--- config.mk ---
export PLATFORM = sky130hd
export DESIGN_NAME = sram_controller
export DESIGN_NICKNAME = d
export VERILOG_FILES = /design/src/rtl/sram_controller.sv
export SDC_FILE = /design/constraint.sdc
export NUM_CORES = 1
export LEC_CHECK = 0
export ABC_CLOCK_PERIOD_IN_PS = 5660
export CORE_UTILIZATION = 45
export DETAILED_ROUTE_END_ITERATION = 12
export GPL_ROUTABILITY_DRIVEN = 0
export GPL_TIMING_DRIVEN = 0
export PLACE_DENSITY = 0.8
export SLEW_MARGIN = 5
export SYNTH_ARGS = -nofsm -noshare
export SYNTH_HDL_FRONTEND = slang
export SYNTH_SLANG_ARGS = --single-unit
--- constraint.sdc ---
create_clock -name clk -period 5.66 [get_ports clk]
set_input_delay 0.849 -clock clk [delete_from_list [all_inputs] [get_ports clk]]
set_output_delay 0.849 -clock clk [all_outputs]
set_load 0.03 [all_outputs]
--- src/rtl/sram_controller.sv ---
// -----------------------------------------------------------------------------
// sram_controller
//
// Multi-cycle responder for MEM-stage data-memory requests. Each 32-bit read
// or write is split into two half-word accesses to an external 16-bit
// asynchronous SRAM: the low half first, then the high half. Each access is
// held for WAIT_CYCLES clocks. `ready` stays low for the whole transfer so the
// top level can freeze the pipeline with ~ready.
//
// Ports:
//   clk          rising-edge clock
//   rst          synchronous, active-high reset
//   wr_en        write request (level); wins over rd_en when both are set
//   rd_en        read request (level)
//   address      byte address; BASE_ADDR maps to SRAM half-word 0
//   write_data   store data
//   read_data    load data, registered, held until the next read
//   ready        high when idle with no request, or in the DONE cycle
//   sram_addr    SRAM half-word address
//   sram_dq_out  data driven towards the SRAM
//   sram_dq_in   data returned by the SRAM
//   sram_dq_oe   enable for the top-level DQ tristate driver
//   sram_we_n    SRAM write strobe, active low
// -----------------------------------------------------------------------------
module sram_controller #(
   parameter int ADDRESS_LEN = 32,
   parameter int SRAM_ADDR_W = 18,
   parameter int BASE_ADDR   = 1024,
   parameter int WAIT_CYCLES = 2
) (
   input  logic                   clk,
   input  logic                   rst,
   input  logic                   wr_en,
   input  logic                   rd_en,
   input  logic [ADDRESS_LEN-1:0] address,
   input  logic [ADDRESS_LEN-1:0] write_data,
   output logic [ADDRESS_LEN-1:0] read_data,
   output logic                   ready,
   output logic [SRAM_ADDR_W-1:0] sram_addr,
   output logic [15:0]            sram_dq_out,
   input  logic [15:0]            sram_dq_in,
   output logic                   sram_dq_oe,
   output logic                   sram_we_n
);

   typedef enum logic [1:0] {
      IDLE,
      LOW,
      HIGH,
      DONE
   } state_t;

   // A one-bit counter is kept even when WAIT_CYCLES is 1 so the vector is
   // never zero width; it simply stays at 0 in that case.
   localparam int                CNT_W    = (WAIT_CYCLES > 1) ? $clog2(WAIT_CYCLES) : 1;
   localparam logic [CNT_W-1:0] CNT_LAST = CNT_W'(WAIT_CYCLES - 1);

   state_t                 state;
   logic [CNT_W-1:0]       cnt;
   logic                   is_write;
   logic [SRAM_ADDR_W-2:0] word_idx;
   logic [15:0]            data_hi;

   // Offset from the SRAM window base; wraps modulo 2^ADDRESS_LEN for
   // addresses below the base.
   logic [ADDRESS_LEN-1:0] offset_next;
   assign offset_next = address - ADDRESS_LEN'(BASE_ADDR);

   // Byte-within-word bits and bits beyond the SRAM size are deliberately
   // dropped: accesses are word aligned and wrap inside the SRAM.
   logic unused_offset_bits;
   assign unused_offset_bits = ^{offset_next[ADDRESS_LEN-1:SRAM_ADDR_W+1], offset_next[1:0]};

   wire req       = wr_en | rd_en;
   wire phase_end = (cnt == CNT_LAST);

   // NOTE: ready is a pure function of state and request, so the pipeline sees
   // a new request stall in the same cycle it is raised; a continuous assign
   // cannot infer a latch.
   assign ready = ((state == IDLE) && !req) || (state == DONE);

   // The SRAM pins are registered: every assignment below sets the pin values
   // for the state being entered, so they are valid from the first cycle of
   // each phase.
   // NOTE: all state in this block uses non-blocking assignments so every
   // register samples the pre-edge values, independent of statement order.
   always_ff @(posedge clk) begin
      if (rst) begin
         state       <= IDLE;
         cnt         <= '0;
         is_write    <= 1'b0;
         word_idx    <= '0;
         data_hi     <= '0;
         read_data   <= '0;
         sram_addr   <= '0;
         sram_dq_out <= '0;
         sram_dq_oe  <= 1'b0;
         sram_we_n   <= 1'b1;
      end else begin
         case (state)
            IDLE: begin
               if (req) begin
                  state       <= LOW;
                  cnt         <= '0;
                  is_write    <= wr_en;
                  word_idx    <= offset_next[SRAM_ADDR_W:2];
                  data_hi     <= write_data[31:16];
                  sram_addr   <= {offset_next[SRAM_ADDR_W:2], 1'b0};
                  sram_dq_out <= wr_en ? write_data[15:0] : 16'h0000;
                  sram_dq_oe  <= wr_en;
                  sram_we_n   <= ~wr_en;
               end
            end

            LOW: begin
               if (phase_end) begin
                  state     <= HIGH;
                  cnt       <= '0;
                  sram_addr <= {word_idx, 1'b1};
                  if (is_write) begin
                     sram_dq_out <= data_hi;
                  end else begin
                     read_data[15:0] <= sram_dq_in;
                  end
               end else begin
                  cnt <= cnt + CNT_W'(1);
               end
            end

            HIGH: begin
               if (phase_end) begin
                  state       <= DONE;
                  cnt         <= '0;
                  sram_addr   <= '0;
                  sram_dq_out <= '0;
                  sram_dq_oe  <= 1'b0;
                  sram_we_n   <= 1'b1;
                  if (!is_write) begin
                     read_data[31:16] <= sram_dq_in;
                  end
               end else begin
                  cnt <= cnt + CNT_W'(1);
               end
            end

            DONE: begin
               state <= IDLE;
            end

            default: begin
               state <= IDLE;
            end
         endcase
      end
   end

endmodule

==> results of run 1 <==
==> layout by cell type (no fill, tap or decap), drive strengths merged, types with 2 or more instances in the layout <==
cell type      netlist  final
clkdlybuf4s50        0    135
nand2              123    123
a21oi               71     71
clkbuf              36     47
buf                  4      4
o21ai                5      5
xnor2                5      5
mux2i                6      6
nor3b                2      2
nor2b               14     14
a211oi              38     38
clkinvlp             0      4
inv                  6      7
ha                   6      6
nor4                 2      2
a311oi               4      4
nor3                 4      4
dfxtp              105    105
a22oi               16     16
xor2                 2      2
and2                 3      3
nor2                54     54
==> through the flow <==
stage	hold slack, ns	power, uW	instances	setup slack, ns
floorplan	0.4360	1960	518	3.083
global placement	0.4405	2394	782	2.068
detailed placement	0.4481	2447	782	2.032
CTS	0.4615	2864	798	2.028
global route	0.4778	3058	798	1.968
finish	0.4604	2861	798	2.024
==> per-layer routing <==
metal	vias up	part of all wire, %
met3	23	5.8
met5	-	0
met1	1894	45
li1	2044	-
met4	0	2.3
met2	137	47
==> logic make-up after synthesis <==
logic type,count (synthesis),synth area share [%]
adder cells (fa/ha/maj),6,1.752
AO/OA/AOI/OAI,139,20.91
buffers and inverters,46,4.147
XOR/XNOR,7,1.431
multiplexers,6,1.402
flip-flops,105,49.07
AND/OR/NAND/NOR,209,21.29
==> flip-flops by register name, indices dropped and copies added, names as in the netlist <==
signal and cells:
read_data 32, sram_addr 18, word_idx 17, data_hi 16, sram_dq_out 16, state 2, cnt 1, is_write 1
sram_dq_oe 1, sram_we_n 1
==> where the power goes <==
part	switching [uW]	internal [uW]	leakage [uW]
clock	258	164	0.0000737
combinational	889	536	0.00116
sequential	97.4	917	0.000862
==> path summary, 6_finish.rpt <==
path,from,end,slack (ns),depth (start not counted)
worst max register to register,state[0]$_SDFFE_PP0P_,sram_dq_out[1]$_SDFFE_PP0P_,3.26,7
worst max-delay path,rd_en,ready,2.02,4
worst min register to register,word_idx[4]$_SDFFE_PP0P_,word_idx[4]$_SDFFE_PP0P_,0.46,2
worst min-delay path,word_idx[4]$_SDFFE_PP0P_,word_idx[4]$_SDFFE_PP0P_,0.46,2
==> cell type report <==
class / count / area share, %
Buffer: 40 / 2.599
Clock inverter: 5 / 0.6917
Tap cell: 129 / 2.704
Inverter: 6 / 0.3773
Clock buffer: 11 / 2.201
Timing Repair Buffer: 135 / 22.64
Sequential cell: 105 / 35.21
Multi-Input combinational cell: 367 / 33.58
==> tightest hold or removal path: cells and delay by family, from the launching register on <==
family,cells,cell delay (ns)
flip-flops,1,0.32
AND/OR/NAND/NOR,1,0.05
AO/OA/AOI/OAI,1,0.05
==> results.tsv, run 1 <==
stage	metric	value	unit
synthesis	most repeated cell in the gate-level netlist after synthesis	nand2_1	
synthesis	cell types with the largest area share after synthesis	dfxtp_1 (49%), nand2_1 (11%), a21oi_1 (8.3%)	
hold_path	worst hold-check path type	flop to flop	
clocking	post-CTS setup buffer count	0	
global_routing	global routing usage summed across all routing layers	24.04	%
floorplan	area of the core	9240	um^2
route	average wire per cell in the routed design	14.81	um
global_routing	initial antenna violation count	0	
worst_setup_path	cells traversed along the worst timing path	clkdlybuf4s50_1 -> nor3b_2 -> or2_2 -> clkdlybuf4s50_1	
timing	endpoints failing setup	0	
placement	dpl cell area	5797	um^2
clocking	cell at the root of the clock tree	clkbuf_8	
route	number of antenna-violating nets in the routed design	0	
flow_run	max-cap viol count	0	
route	Vias per Instance	5.135	
timing	Clock Skew	0.01510	ns
route	Detailed Routing Iterations Pass 1	4	
global_routing	overall overflow remaining after global route	0	
route	DRC viols	0	
floorplan	die height	99.57	um
synthesis	share of Yosys cell area claimed by the top area cell type	49.07	%
synthesis	count of different cell masters after synthesis	38	
floorplan	number of placement rows	35	
clocking	insertion delay of the later-clocked pin in the worst-skew pair	0.37	ns
timing	unrepaired setup endpoints after global routing	false	
worst_setup_path	Top delay family on crit path	buffers and inverters	
synthesis	top flip-flop cell by instance count after synthesis	dfxtp_1	
floorplan	total I/O pin count	153	
timing	final clock period utilization by the worst path	64.25	%
global_routing	wire length of the first global-routing pass	18910	um
worst_setup_path	endpoint class of the critical path	primary output	
clocking	TritonCTS clock tree	yes	
power	Pwr per Cell Area	479.3	nW/um^2
worst_setup_path	Setup crit start kind	primary input	
worst_setup_path	most used cell, CP	clkdlybuf4s50_1	
power	VDD IR max	0.2103	mV
timing	highest achievable clock rate	275.0	MHz
power	static leakage power	0.002095	uW
global_routing	met2 Usage GRT	40.87	%
global_routing	GR Util met3	5.481	%
layout	post-route cell area	5969	um^2
layout	area occupied by registers	2102	um^2
synthesis	Post-synth top cells	nand2_1 (123), dfxtp_1 (105), a21oi_1 (71)	
layout	fraction of the core area covered by cells at the end of the flow	64.60	%
layout	multi-input logic area	2004	um^2
layout	layout overhead on the synthesized area	39.34	%
synthesis	total of warnings raised by yosys	0	
timing	min cycle time layout	3.636	ns
route	routed wire length	11820	um
layout	# nets final	754	
route	routed via count	4098	
timing	number of hold-slack violations in the final timing report	0	
floorplan	starting density of the core	46.36	%
floorplan	die area	9914	um^2
global_routing	pin count of the biggest net entering global routing	18	
global_routing	vias in the first global route	4057	
worst_setup_path	Bufs and invs on worst path	2	
timing	Total Neg Setup Slack	0	ns
synthesis	post-synthesis register bit count	105	
layout	share of final-layout standard cells stronger than drive strength 1	4.335	%
route	First DRT Iteration DRCs	193	
global_routing	Top Usage Layer GRT	met2	
worst_setup_path	Worst EP required	4.81	ns
placement	Buffers on Ports	135	
worst_setup_path	slowest stage cell, crit path	clkdlybuf4s50_1	
synthesis	Avg Inst Size Synth	8.270	um^2
timing	Least-Margin Pin Slew	0.6593	ns
clocking	post-cts repair resize count	0	
synthesis	proportion of synthesized chip area in sequential cells	49.07	%
outcome	result of the run	finished clean	
layout	number of inserted filler cells in the final layout	770	
synthesis	cell area after synthesis	4284	um^2
clocking	total CTS buffers	9	
clocking	Clock Pin Slew Worst Setup and Hold Paths	0.09	ns
clocking	clock net sink count	105	
worst_setup_path	critical path data arrival time	2.79	ns
synthesis	number of synthesized flops with an enable pin	0	
clocking	CTS Hold Buffers Added	0	
clocking	H-tree Lvls	3	
worst_setup_path	Slowest Stage Delay on Critical Path	0.68	ns
synthesis	async set-or-reset flop fraction in the synthesized netlist	0	%
timing	Slew Viols, Final	0	
synthesis	synthesized instance count	518	
synthesis	Post-Syn Nets	608	
clocking	Bufs on Longest Clock Path	2	
synthesis	library cell occupying the most area in the post-synthesis netlist	dfxtp_1	
placement	detailed-placement wirelength estimate	8780	um
timing	Worst slew margin	55.85	%
worst_setup_path	type of the worst setup path	primary input to primary output	
layout	number of inserted diodes	0	
floorplan	DIE WIDTH	99.57	um
global_routing	global-route track usage on met1	29.26	%
worst_setup_path	Worst Path Max Fanout	9	
No activity file was read; power rests on OpenSTA's default activity.
==> inputs of run 2 (changes only) <==
- ABC_CLOCK_PERIOD_IN_PS: 5660 -> 3520
- clock period: 5.66 -> 3.52 ns (I/O delays scaled with it)
==> results of run 2 <==
The final DEF is identical to that of run 1. Status: finished clean.
Main changes from that run: setup slack after placement 2.032 ns -> 0.5338 ns; setup slack after layout 2.024 ns -> 0.3480 ns; start point of the critical path rd_en -> state[0]$_SDFFE_PP0P_; register-to-register setup slack 3.26 ns -> 1.12 ns; total power 2861 uW -> 4600 uW; worst IR drop on VDD 0.2103 mV -> 0.3382 mV
==> inputs of run 3 (changes only) <==
- CELL_PAD_IN_SITES_DETAIL_PLACEMENT: default -> 1
- CELL_PAD_IN_SITES_GLOBAL_PLACEMENT: default -> 1
- CORE_UTILIZATION: 45 -> 32
- PLACE_DENSITY: 0.8 -> default
- PLACE_DENSITY_LB_ADDON: default -> 0.1
- SLEW_MARGIN: 5 -> 10
==> run 3 against run 2 <==
Compared with the run above:
- sequential power about the same
- sequential cell count stayed put
- via count decreased by 0.44%
- worst hold slack worse by 0.0089 ns
- die area grew 40%
- clock skew down 0.010 ns
- critical path depth is the same
- fmax is 0.99% higher
- critical endpoint unchanged
- largest power group unchanged
==> results.tsv, run 3 (same netlist as run 1, synthesis figures left out) <==
stage	metric	value	unit	change
route	Vias per Instance	4.851		-5.5%
worst_setup_path	Worst EP required	2.99	ns	
power	Pwr per Cell Area	814.0	nW/um^2	
timing	min cycle time layout	3.141	ns	
layout	number of standard cells in the final layout excluding fillers	841		+5.4%
clocking	Clock Pin Slew Worst Setup and Hold Paths	0.07	ns	-0.02 ns
floorplan	area of the core	12820	um^2	+39%
worst_setup_path	endpoint class of the critical path	primary output		
layout	post-route cell area	6160	um^2	+3.2%
power	VDD IR max	0.3148	mV	
floorplan	DIE WIDTH	117.7	um	+18%
layout	biggest registers after layout	read_data x32, sram_addr x18, word_idx x17		
clocking	Bufs on Longest Clock Path	2		unchanged
floorplan	number of placement rows	41		+17%
layout	layout overhead on the synthesized area	43.78	%	
outcome	result of the run	finished clean		
layout	# nets final	754		unchanged
placement	dpl cell area	5851	um^2	+0.93%
timing	Clock Skew	0.005023	ns	-0.01008 ns
clocking	total CTS buffers	9		unchanged
clocking	TritonCTS clock tree	yes		
layout	number of flip-flops in the largest register	32		unchanged
placement	detailed-placement wirelength estimate	9958	um	+13%
timing	number of hold-slack violations in the final timing report	0		unchanged
route	routed via count	4080		-0.44%
route	DRC viols	0		unchanged
worst_setup_path	Worst Path Max Fanout	9		unchanged
floorplan	die height	117.7	um	+18%
timing	endpoints failing setup	0		unchanged
clocking	clock net sink count	105		unchanged
timing	Slew Viols, Final	0		unchanged
route	routed wire length	13400	um	+13%
clocking	post-cts repair resize count	0		unchanged
timing	final clock period utilization by the worst path	89.23	%	
route	average wire per cell in the routed design	15.93	um	+7.6%
flow_run	max-cap viol count	0		unchanged
global_routing	vias in the first global route	4285		+5.6%
layout	share of final-layout standard cells stronger than drive strength 1	4.335	%	unchanged
layout	number of inserted diodes	0		unchanged
global_routing	wire length of the first global-routing pass	21820	um	+15%
power	static leakage power	0.002174	uW	+3.8%
global_routing	global routing usage summed across all routing layers	19.84	%	-4.2 points
layout	leading cell type in the layout, fill and taps excluded	clkdlybuf4s50_1		
timing	Worst slew margin	56.77	%	+0.92 points
route	number of antenna-violating nets in the routed design	0		unchanged
timing	Least-Margin Pin Slew	0.6449	ns	-0.01437 ns
timing	Total Neg Setup Slack	0	ns	unchanged
clocking	insertion delay of the later-clocked pin in the worst-skew pair	0.35	ns	-0.02 ns
placement	Buffers on Ports	135		unchanged
floorplan	die area	13850	um^2	+40%
worst_setup_path	critical path data arrival time	2.61	ns	
route	Detailed Routing Iterations Pass 1	4		unchanged
clocking	CTS Hold Buffers Added	0		unchanged
route	First DRT Iteration DRCs	160		-17%
clocking	post-CTS setup buffer count	0		unchanged
timing	post-route worst setup slack	0.3791	ns	
global_routing	initial antenna violation count	0		unchanged
placement	total placed cells including tap cells	825		+5.5%
worst_setup_path	type of the worst setup path	flop to primary output		
layout	register with the most flip-flops	read_data		
placement	worst setup timing slack at the placement stage	0.5394	ns	
clocking	cell at the root of the clock tree	clkbuf_16		
layout	commonest cells after routing, fill and taps aside	clkdlybuf4s50_1 (135), nand2_1 (123), dfxtp_1 (105), a21oi_1 (71), nor2_1 (54)		
timing	highest achievable clock rate	318.4	MHz	
global_routing	overall overflow remaining after global route	0		unchanged
floorplan	total I/O pin count	153		unchanged
global_routing	pin count of the biggest net entering global routing	16		-2
timing	unrepaired setup endpoints after global routing	false		
worst_setup_path	Setup crit start kind	flop		
floorplan	starting density of the core	33.40	%	-13 points
clocking	H-tree Lvls	3		unchanged
hold_path	worst hold-check path type	flop to flop		
==> run 3: cell count changes in the layout (fill, tap and decap cells not counted) <==
cell,previous run,this run
clkbuf_16,0,9
clkbuf_8,9,3
clkinvlp_4,4,0
bufinv_16,0,1
clkinv_2,0,1
inv_8,1,0
==> run 3: critical path: stages (launching register included) <==
cell	delay (ns)
dfxtp_1	0.35
inv_1	0.09
ha_1	0.32
nor3b_2	0.58
or2_2	0.22
clkdlybuf4s50_1	0.70
==> run 3: cell type report <==
class,count,area [um^2]
Timing Repair Buffer,135,1351
Sequential cell,105,2102
Clock inverter,2,35.03
Tap cell,172,215.2
Multi-Input combinational cell,367,2004
Buffer,40,155.1
Fill cell,1568,6665
Clock buffer,14,274.0
Inverter,6,22.52
==> run 3: per-stage QoR <==
step                      power [uW]  hold slack (ns)  util, %
after global routing            5340           0.4734    48.03
after detailed placement        4001           0.4481    45.62
final                           5014           0.4515    48.03
after CTS                       5065           0.4553    48.03
after global placement          3928           0.4421    45.62
after floorplan                 3151           0.4360        -
==> run 3: final timing paths <==
| kind | from | to | slack, ns | depth (start not counted) |
|---|---|---|---|---|
| setup / recovery | state[0]$_SDFFE_PP0P_ | ready | 0.38 | 5 |
| hold / removal | read_data[4]$_SDFFE_PP0P_ | read_data[4]$_SDFFE_PP0P_ | 0.45 | 2 |
| setup reg to reg | state[0]$_SDFFE_PP0P_ | sram_addr[10]$_SDFFE_PP0P_ | 1.11 | 7 |
| hold reg to reg | read_data[4]$_SDFFE_PP0P_ | read_data[4]$_SDFFE_PP0P_ | 0.45 | 2 |
==> run 3: metal layers <==
layer	part of all wire, %	wire [um]	track usage [%]
met5	0	0	0
met4	1.2	167	6.490
met3	5.7	760	5.329
met2	49	6506	34.19
met1	45	5962	23.75
==> run 3: power by group <==
| group | internal [uW] | switching, uW | leakage (uW) | total [uW] |
|---|---|---|---|---|
| Sequential | 1480 | 157 | 0.000862 | 1630 |
| Clock | 610 | 439 | 0.000153 | 1050 |
| Combinational | 862 | 1470 | 0.00116 | 2330 |
| Total | 2950 | 2070 | 0.00217 | 5010 |
